`src/rtl/uart_rx_fifo.sv`:
```
// Oversampled UART receiver feeding a show-ahead receive FIFO; word visible one cycle after the stop-bit push.
// Backpressure: consumer holds rx_ready low to stall; a good frame arriving on a full FIFO is dropped with overrun.

module uart_rx_fifo_buf #(
  parameter int W     = 8,
  parameter int DEPTH = 4
) (
  input  logic                       clk_in,
  input  logic                       reset,
  input  logic                       push_i,
  input  logic [W-1:0]               wr_dat_i,
  input  logic                       pop_i,
  output logic [W-1:0]               rd_dat_o,
  output logic                       empty_o,
  output logic                       full_o,
  output logic [$clog2(DEPTH):0]     count_o
);
  localparam int AW = $clog2(DEPTH);

  logic [W-1:0]  mem_q [DEPTH];
  logic [AW-1:0] wr_ptr_q, rd_ptr_q;
  logic [AW:0]   count_q;

  always_ff @(posedge clk_in or posedge reset) begin
    if (reset) begin
      wr_ptr_q <= '0;
      rd_ptr_q <= '0;
      count_q  <= '0;
      for (int i = 0; i < DEPTH; i++) mem_q[i] <= '0;
    end else begin
      // On a full FIFO a same-cycle pop frees the head slot, which is also the write slot.
      if (push_i) begin
        mem_q[wr_ptr_q] <= wr_dat_i;
        wr_ptr_q        <= wr_ptr_q + AW'(1);
      end
      if (pop_i) rd_ptr_q <= rd_ptr_q + AW'(1);
      case ({push_i, pop_i})
        2'b10:   count_q <= count_q + (AW+1)'(1);
        2'b01:   count_q <= count_q - (AW+1)'(1);
        default: count_q <= count_q;
      endcase
    end
  end

  assign rd_dat_o = mem_q[rd_ptr_q];
  assign empty_o  = (count_q == '0);
  assign full_o   = (count_q == (AW+1)'(DEPTH));
  assign count_o  = count_q;
endmodule

module uart_rx_fifo #(
  parameter int CLKS_PER_BIT = 64,
  parameter int DATA_BITS    = 8,
  parameter int PARITY_MODE  = 0,
  parameter int STOP_BITS    = 1,
  parameter int FIFO_DEPTH   = 4
) (
  input  logic                            clk_in,
  input  logic                            reset,
  input  logic                            rx_fem,
  output logic [DATA_BITS-1:0]            rx_data,
  output logic                            rx_valid,
  input  logic                            rx_ready,
  output logic [$clog2(FIFO_DEPTH):0]     fifo_count,
  output logic                            parity_err,
  output logic                            framing_err,
  output logic                            overrun
);
  localparam int CW = $clog2(CLKS_PER_BIT);
  localparam logic [CW-1:0] MID  = CW'(CLKS_PER_BIT/2 - 1);
  localparam logic [CW-1:0] LAST = CW'(CLKS_PER_BIT - 1);

  typedef enum logic [2:0] {
    ST_IDLE, ST_START, ST_DATA, ST_PARITY, ST_STOP, ST_BREAK
  } state_t;

  state_t               state_q, state_d;
  logic                 sync1_q, rxs_q;
  logic [CW-1:0]        cnt_q, cnt_d;
  logic [3:0]           bit_q, bit_d;
  logic [DATA_BITS-1:0] shreg_q, shreg_d;
  logic                 par_q, par_d;
  logic                 stop_bad_q, stop_bad_d;

  logic mid, frame_done, bad_par, bad_stop, par_fail;
  logic frame_ok, pop, push, full, empty;

  always_ff @(posedge clk_in or posedge reset) begin
    if (reset) begin
      sync1_q    <= 1'b1;
      rxs_q      <= 1'b1;
      state_q    <= ST_IDLE;
      cnt_q      <= '0;
      bit_q      <= '0;
      shreg_q    <= '0;
      par_q      <= 1'b0;
      stop_bad_q <= 1'b0;
    end else begin
      sync1_q    <= rx_fem;
      rxs_q      <= sync1_q;
      state_q    <= state_d;
      cnt_q      <= cnt_d;
      bit_q      <= bit_d;
      shreg_q    <= shreg_d;
      par_q      <= par_d;
      stop_bad_q <= stop_bad_d;
    end
  end

  assign mid = (cnt_q == MID);

  always_comb begin
    if (PARITY_MODE == 1)      par_fail = ^shreg_q ^ par_q;
    else if (PARITY_MODE == 2) par_fail = ~(^shreg_q ^ par_q);
    else                       par_fail = 1'b0;
  end

  always_comb begin
    state_d    = state_q;
    cnt_d      = (cnt_q == LAST) ? '0 : cnt_q + CW'(1);
    bit_d      = bit_q;
    shreg_d    = shreg_q;
    par_d      = par_q;
    stop_bad_d = stop_bad_q;
    frame_done = 1'b0;
    bad_par    = 1'b0;
    bad_stop   = 1'b0;
    case (state_q)
      ST_IDLE: begin
        cnt_d = '0;
        if (!rxs_q) state_d = ST_START;
      end
      ST_START: begin
        if (mid) begin
          if (rxs_q) state_d = ST_IDLE;
          else begin
            state_d = ST_DATA;
            bit_d   = '0;
          end
        end
      end
      ST_DATA: begin
        if (mid) begin
          shreg_d = {rxs_q, shreg_q[DATA_BITS-1:1]};
          if (bit_q == 4'(DATA_BITS - 1)) begin
            bit_d      = '0;
            stop_bad_d = 1'b0;
            state_d    = (PARITY_MODE != 0) ? ST_PARITY : ST_STOP;
          end else begin
            bit_d = bit_q + 4'd1;
          end
        end
      end
      ST_PARITY: begin
        if (mid) begin
          par_d   = rxs_q;
          state_d = ST_STOP;
        end
      end
      ST_STOP: begin
        if (mid) begin
          stop_bad_d = stop_bad_q | ~rxs_q;
          if (bit_q == 4'(STOP_BITS - 1)) begin
            frame_done = 1'b1;
            bad_stop   = stop_bad_q | ~rxs_q;
            bad_par    = par_fail;
            state_d    = bad_stop ? ST_BREAK : ST_IDLE;
          end else begin
            bit_d = bit_q + 4'd1;
          end
        end
      end
      ST_BREAK: begin
        // A line held low stays here so it reports only one framing error.
        cnt_d = '0;
        if (rxs_q) state_d = ST_IDLE;
      end
      default: state_d = ST_IDLE;
    endcase
  end

  assign frame_ok    = frame_done & ~bad_stop & ~bad_par;
  assign pop         = rx_valid & rx_ready;
  assign push        = frame_ok & (~full | pop);
  assign overrun     = frame_ok & full & ~pop;
  assign parity_err  = bad_par;
  assign framing_err = bad_stop;
  assign rx_valid    = ~empty;

  uart_rx_fifo_buf #(
    .W     (DATA_BITS),
    .DEPTH (FIFO_DEPTH)
  ) u_buf (
    .clk_in   (clk_in),
    .reset    (reset),
    .push_i   (push),
    .wr_dat_i (shreg_q),
    .pop_i    (pop),
    .rd_dat_o (rx_data),
    .empty_o  (empty),
    .full_o   (full),
    .count_o  (fifo_count)
  );
endmodule

```
`config.mk`:
```
export PLATFORM = sky130hd
export DESIGN_NAME = uart_rx_fifo
export DESIGN_NICKNAME = d
export VERILOG_FILES = /design/src/rtl/uart_rx_fifo.sv
export SDC_FILE = /design/constraint.sdc
export NUM_CORES = 1
export LEC_CHECK = 0
export ABC_AREA = 1
export CELL_PAD_IN_SITES_DETAIL_PLACEMENT = 0
export CELL_PAD_IN_SITES_GLOBAL_PLACEMENT = 1
export CORE_MARGIN = 3
export CORE_UTILIZATION = 33
export DETAILED_ROUTE_END_ITERATION = 16
export PLACE_DENSITY = 0.59
export REMOVE_ABC_BUFFERS = 1
export SLEW_MARGIN = 20
export SYNTH_ARGS = -nofsm -noshare
export SYNTH_HDL_FRONTEND = slang
export SYNTH_SLANG_ARGS = --single-unit
export TNS_END_PERCENT = 50
```
`constraint.sdc`:
```
create_clock -name clk_in -period 4.3 [get_ports clk_in]
set_input_delay 0.645 -clock clk_in [delete_from_list [all_inputs] [get_ports clk_in]]
set_output_delay 0.645 -clock clk_in [all_outputs]
set_load 0.02 [all_outputs]
```
==> run metrics, run 1 <==
Clock Latency Late Sink 0.34 ns; die width 106 um; # setup viols final 0; clock skew 0.0107 ns; hold crit path type reg2reg; via/cell ratio 4.77; FMAX 0.345 GHz; Final Max Tran Viols 0; Gate Count Post-Synth 378; drt drc 0; Power Total 1.81 mW; Clock Pin Slew Worst Setup and Hold Paths 0.07 ns; post-DP HPWL 5.04 mm; post-cts sizing count 0; Max VDD drop 0.000185 V; Area growth syn-to-layout 11.9%; Slew headroom 0.448; fin nets 407; Crit path arrival time 2.25 ns; CTS tree yes; Yosys reg bits 63; RSZ-0062 raised after global routing no; vias in the first global route 2573; ys flop type dfrtp_1; ANT nets after route 0; yosys warns 0; full die area 11200 sq um; CP Capture Type primary output; Hold Buf Count CTS 0; post-synthesis cell type count 34; critical path startpoint category flip-flop; Clock Tree Root clkbuf_8; vias 2508; Core Area 9460 sq um; DR pass1 iterations 4; pwr dens 491 nW/um^2; gr usage total 0.145; Fin. Hold Viols 0; CTS sink count 63; FF/Latch Area 1580 sq um; Syn Area/Cell 8.71 sq um; CTS Buffer Depth 2; design area 3690 sq um; slew at the pin closest to its max-slew limit 0.827 ns; Cell Rows 35; worst-path fanout max 4; largest net degree at the start of global routing 40; Ports 19; status finished clean; multi-input logic area 1490 sq um; fin crit share 0.674; post-layout util 0.390; Routed WL per cell 14.0 um; dpl cell area 3530 sq um; Mapped Area 3290 sq um; # fillers 1012; first-pass GRT wire length 13.0 mm; Buffers on Ports 17; crit path kind reg2out; # Post-CTS Setup Buffers 0; ratio of cells with drive above 1 in the final layout 0.108; Routed Wire Length 7.34 mm; die height 106 um; initial core utilization 0.348; routability congestion estimate 0.727; asr flop ratio synth 1.00; EDFF count, synth 0; total congestion overflow 0; worst path required time 3.65 ns; Final Critical Period 2.90 ns; hold_ws 0.358 ns; Max Cap Violations 0; sequential fraction of the synthesis area 0.479; Setup TNS Final 0 ns; initial antenna violation count 0; CTS H-tree depth 3; DRC violation total after the first TritonRoute iteration 98; n_diodes 0; standby leakage power 1.88 nW; Num CTS Buffers 9
-- synthesized netlist by cell type, types with 3 or more instances --
| master | instances | area [sq um] |
|---|---|---|
| o22ai_1 | 8 | 50.1 |
| o21ai_0 | 24 | 120 |
| inv_1 | 26 | 97.6 |
| dfrtp_1 | 61 | 1530 |
| nand2_2 | 3 | 18.8 |
| buf_8 | 3 | 45.0 |
| nand4_2 | 3 | 37.5 |
| buf_2 | 3 | 15.0 |
| nor2_8 | 3 | 60.1 |
| clkbuf_1 | 3 | 11.3 |
| nand3_1 | 13 | 65.1 |
| nor2_1 | 39 | 146 |
| nand4_1 | 32 | 200 |
| nand2_1 | 109 | 409 |
| a21oi_1 | 5 | 25.0 |
| xor2_1 | 5 | 43.8 |
| mux2_2 | 7 | 78.8 |
| clkbuf_2 | 3 | 15.0 |
| ha_1 | 8 | 100 |
-- worst max-delay path: stages, from the launching register on --
cell	delay [ns]
dfrtp_1	0.40
inv_1	0.09
ha_1	0.16
nand2_1	0.05
nor2_1	0.22
nand3_4	0.14
nor3_1	0.20
clkdlybuf4s50_1	0.64
-- cell families (layout without fill, tap and decap cells) --
group | after synthesis | after routing | synth area share
mux | 7 | 7 | 0.0239
simple gates | 211 | 211 | 0.315
compound gates | 38 | 38 | 0.0608
buf+inv | 43 | 62 | 0.0676
fa+ha+maj | 9 | 9 | 0.0365
other cells | 1 | 1 | 0.00114
flops | 63 | 63 | 0.479
xor+xnor | 6 | 6 | 0.0160
-- routing by layer --
metal | vias to the layer above | global-route usage | routed length [um]
met1 | 1189 | 0.194 | 3510
met5 | - | 0 | 0
met3 | 9 | 0.0261 | 203
li1 | 1283 | - | -
met2 | 27 | 0.238 | 3520
met4 | 0 | 0.0500 | 111
-- report_power, final --
part           internal, mW  switching [mW]  leakage, nW
combinational         0.261           0.424        0.944
clock                 0.198           0.234       0.0805
sequential            0.641          0.0509        0.852
total                  1.10           0.708         1.88
-- registers in the layout, summed over array words and instances, names as in the netlist --
name / count
shreg_q: 8
u_buf.count_o: 3
u_buf.wr_ptr_q: 2
u_buf.mem_q: 32
sync1_q: 1
u_buf.rd_ptr_q: 2
cnt_q: 6
rxs_q: 1
bit_q: 4
stop_bad_q: 1
state_q: 3
-- cell type report --
class                      instances  share of cell area
clock buffer                       9              0.0336
clock inverter                     5             0.00747
timing repair buffer              20              0.0523
inverter                          28              0.0299
sequential                        63               0.428
multi-input combinational        272               0.405
tap                              129              0.0438
-- cell usage in the layout, fill, tap and decap left out, drive strengths merged --
master	synthesis	final
fa	1	1
mux2	7	7
ha	8	8
nand2	112	112
o22ai	8	8
buf	9	3
conb	1	1
xnor2	1	1
clkbuf	6	9
clkinv	0	4
xor2	5	5
nor2	43	43
nand4	36	36
or2	1	1
nand3	15	15
dfrtp	61	61
o21ai	25	25
dfstp	2	2
a21oi	5	5
inv	28	28
clkdlybuf4s50	0	17
nor3b	2	2
nor3	2	2
clkinvlp	0	1
-- worst paths after layout --
path	start	to	slack, ns	cells past startpoint
max in group asynchronous	reset	rxs_q$_DFF_PP1_	2.58	3
min reg2reg	sync1_q$_DFF_PP1_	rxs_q$_DFF_PP1_	0.36	0
max reg2reg	bit_q[0]$_DFFE_PP0P_	u_buf.count_o[1]$_DFFE_PP0P_	1.83	11
min in group asynchronous	reset	u_buf.mem_q[5]$_DFFE_PP0P_	0.78	2
max	bit_q[0]$_DFFE_PP0P_	overrun	1.40	7
min	sync1_q$_DFF_PP1_	rxs_q$_DFF_PP1_	0.36	0
-- stage by stage --
step / setup slack [ns] / cells
2_1_floorplan: 1.42 / 363
3_3_place_gp: 1.43 / 512
3_5_place_dp: 1.43 / 512
4_1_cts: 1.31 / 526
5_1_grt: 1.21 / 526
6_report: 1.40 / 526
No activity file was read; power rests on OpenSTA's default activity.
==> run 2, diff against run 1 <==
==> constraint.sdc (replaced) <==
create_clock -name clk_in -period 2.9 [get_ports clk_in]
set_input_delay 0.435 -clock clk_in [delete_from_list [all_inputs] [get_ports clk_in]]
set_output_delay 0.435 -clock clk_in [all_outputs]
set_load 0.02 [all_outputs]
==> run 2 against run 1 <==
Compared with the run above: sequential cell count unchanged; count of clock-buffer cells in the layout is 1 higher; non-clock buffer count is 1 higher; setup slack lost 1.1 ns; final cell count up 0.57%; clock skew grew 0.00070 ns; sequential power grew 49%; global-route usage rose by 0.24 points; via count rose by 1.6%; combinational power increased by 49%; critical path depth down 1.
==> run metrics, run 2 (synthesis gave the netlist of run 1 again) <==
CTS H-tree depth 3; post-layout util 0.400; Power Total 2.93 mW; ANT nets after route 0; full die area 11200 sq um; largest net degree at the start of global routing 39; clock skew 0.0114 ns; hold_sp sync1_q$_DFF_PP1_; Regs by FF count u_buf.mem_q: 32 flops, shreg_q: 8 flops, cnt_q: 6 flops; via/cell ratio 4.82; drt drc 0; # fillers 1002; # Post-CTS Setup Buffers 0; CTS tree yes; vias in the first global route 2549; Final Critical Period 2.64 ns; Clock Tree Root clkbuf_8; FMAX 0.379 GHz; DR pass1 iterations 4; standby leakage power 1.93 nW; CP Capture Type primary output; # setup viols final 0; Crit path arrival time 2.21 ns; Fin. Hold Viols 0; die height 106 um; status finished clean; Hold Path Stages 0; most frequent cells in the layout nand2_1, dfrtp_1, nor2_1, nand4_1, inv_1; n_diodes 0; Reg2Reg Capture Point u_buf.count_o[1]$_DFFE_PP0P_; Cell Rows 35; slew at the pin closest to its max-slew limit 0.633 ns; pre-CTS setup slack 0.389 ns; Ports 19; fin crit share 0.911; Max VDD drop 0.000346 V; Core Area 9460 sq um; vias 2548; RSZ-0062 raised after global routing no; initial core utilization 0.348; Max stage delay on crit path 0.63 ns; initial antenna violation count 0; Area growth syn-to-layout 15.0%; CP cell instances ha_1 -> nand3_4 -> nor2_8 -> nand3_1 -> nor2_1 -> clkdlybuf4s50_1; critical path startpoint category flip-flop; post-DP HPWL 5.01 mm; worst-path fanout max 9; buffers and inverters on the worst path 1; total congestion overflow 0; Routed Wire Length 7.45 mm; die width 106 um; crit path kind reg2out; commonest non-fill, non-tap cell in the layout nand2_1; Clock Pin Slew Worst Setup and Hold Paths 0.08 ns; hold endpoint rxs_q$_DFF_PP1_; worst r2r path cells 11; Buffers on Ports 17; first-pass GRT wire length 12.9 mm; flop2flop setup slack 0.67 ns; Crit-path slowest cell clkdlybuf4s50_1; hold crit path type reg2reg; worst path required time 2.47 ns; pwr dens 774 nW/um^2; Critical R2R Launch bit_q[0]$_DFFE_PP0P_; Hold Buf Count CTS 0; CTS sink count 63; gr usage total 0.148; number of flip-flops in the largest register 32; Max Cap Violations 0; Setup TNS Final 0 ns; ratio of cells with drive above 1 in the final layout 0.115; Final Max Tran Viols 0; Reg with most FFs u_buf.mem_q; DRC violation total after the first TritonRoute iteration 94; Routed WL per cell 14.1 um; CTS Buffer Depth 2; Clock Latency Late Sink 0.34 ns; routability congestion estimate 0.744; Num CTS Buffers 9; setup ws final 0.258 ns; Worst path top cell family by delay simple AND/OR/NAND/NOR gates; fin nets 408; Slew headroom 0.578
-- run 2: cell count changes in the layout (fill, tap and decap cells not counted), sizes merged --
| cell | previous run | this run |
|---|---|---|
| buf | 3 | 4 |
| clkinvlp | 1 | 2 |
| bufinv | 0 | 2 |
| dlymetal6s2s | 0 | 1 |
| clkinv | 4 | 1 |
| clkdlybuf4s50 | 17 | 16 |
| clkbuf | 9 | 10 |
| inv | 28 | 29 |
-- run 2: through the flow --
step / hold WS, ns / instances / instance area [sq um]
finish: 0.355 / 529 / 3790
global route: 0.352 / 529 / 3790
CTS: 0.359 / 529 / 3780
detailed placement: 0.350 / 513 / 3550
global placement: 0.349 / 513 / 3550
floorplan: 0.345 / 363 / 3180
-- run 2: worst max-delay path by stage --
stage / depth (start not counted) / to / from / slack [ns]
3_5_place_dp: 5 / overrun / rx_ready / 0.39
2_1_floorplan: 9 / u_buf.count_o[2]$_DFFE_PP0P_ / u_buf.count_o[0]$_DFFE_PP0P_ / 0.05
3_3_place_gp: 5 / overrun / rx_ready / 0.38
5_1_grt: 6 / framing_err / cnt_q[0]$_DFF_PP0_ / 0.12
6_report: 6 / framing_err / cnt_q[0]$_DFF_PP0_ / 0.26
4_1_cts: 7 / overrun / bit_q[0]$_DFFE_PP0P_ / 0.07
-- run 2: power breakdown --
group / leakage, nW / switching (mW) / internal [mW] / total [mW]
sequential: 0.852 / 0.0764 / 0.950 / 1.03
clock: 0.109 / 0.372 / 0.512 / 0.883
combinational: 0.973 / 0.631 / 0.390 / 1.02
-- run 2: layer usage --
layer,vias up,part of all wire,GRT usage
met5,-,0,0
met4,0,0.010,0.0453
met3,7,0.037,0.0364
met2,41,0.49,0.249
met1,1207,0.46,0.188
li1,1293,-,-
-- run 2: worst reg2reg max path, stage by stage, from the launching register on --
cell	delay (ns)
dfrtp_1	0.41
inv_1	0.09
ha_1	0.17
nand2_1	0.06
nor2_1	0.23
nand3_4	0.14
nor2_8	0.11
nand2_2	0.07
ha_1	0.18
inv_1	0.09
fa_1	0.43
o21ai_0	0.16
-- run 2: what timing repair did --
item                                   CTS  global route
gates resized for setup                  0             1
endpoints found under the hold margin    0             0
setup endpoints to repair                0             1
-- run 2: layout make-up --
class,instances,area (sq um),area share
repair buffers,21,215,0.0568
inverters,28,110,0.0291
flip-flops and latches,63,1580,0.417
clock inverters,6,92.6,0.0244
multi-input cells,272,1490,0.394
well taps,129,161,0.0426
clock buffers,10,138,0.0363
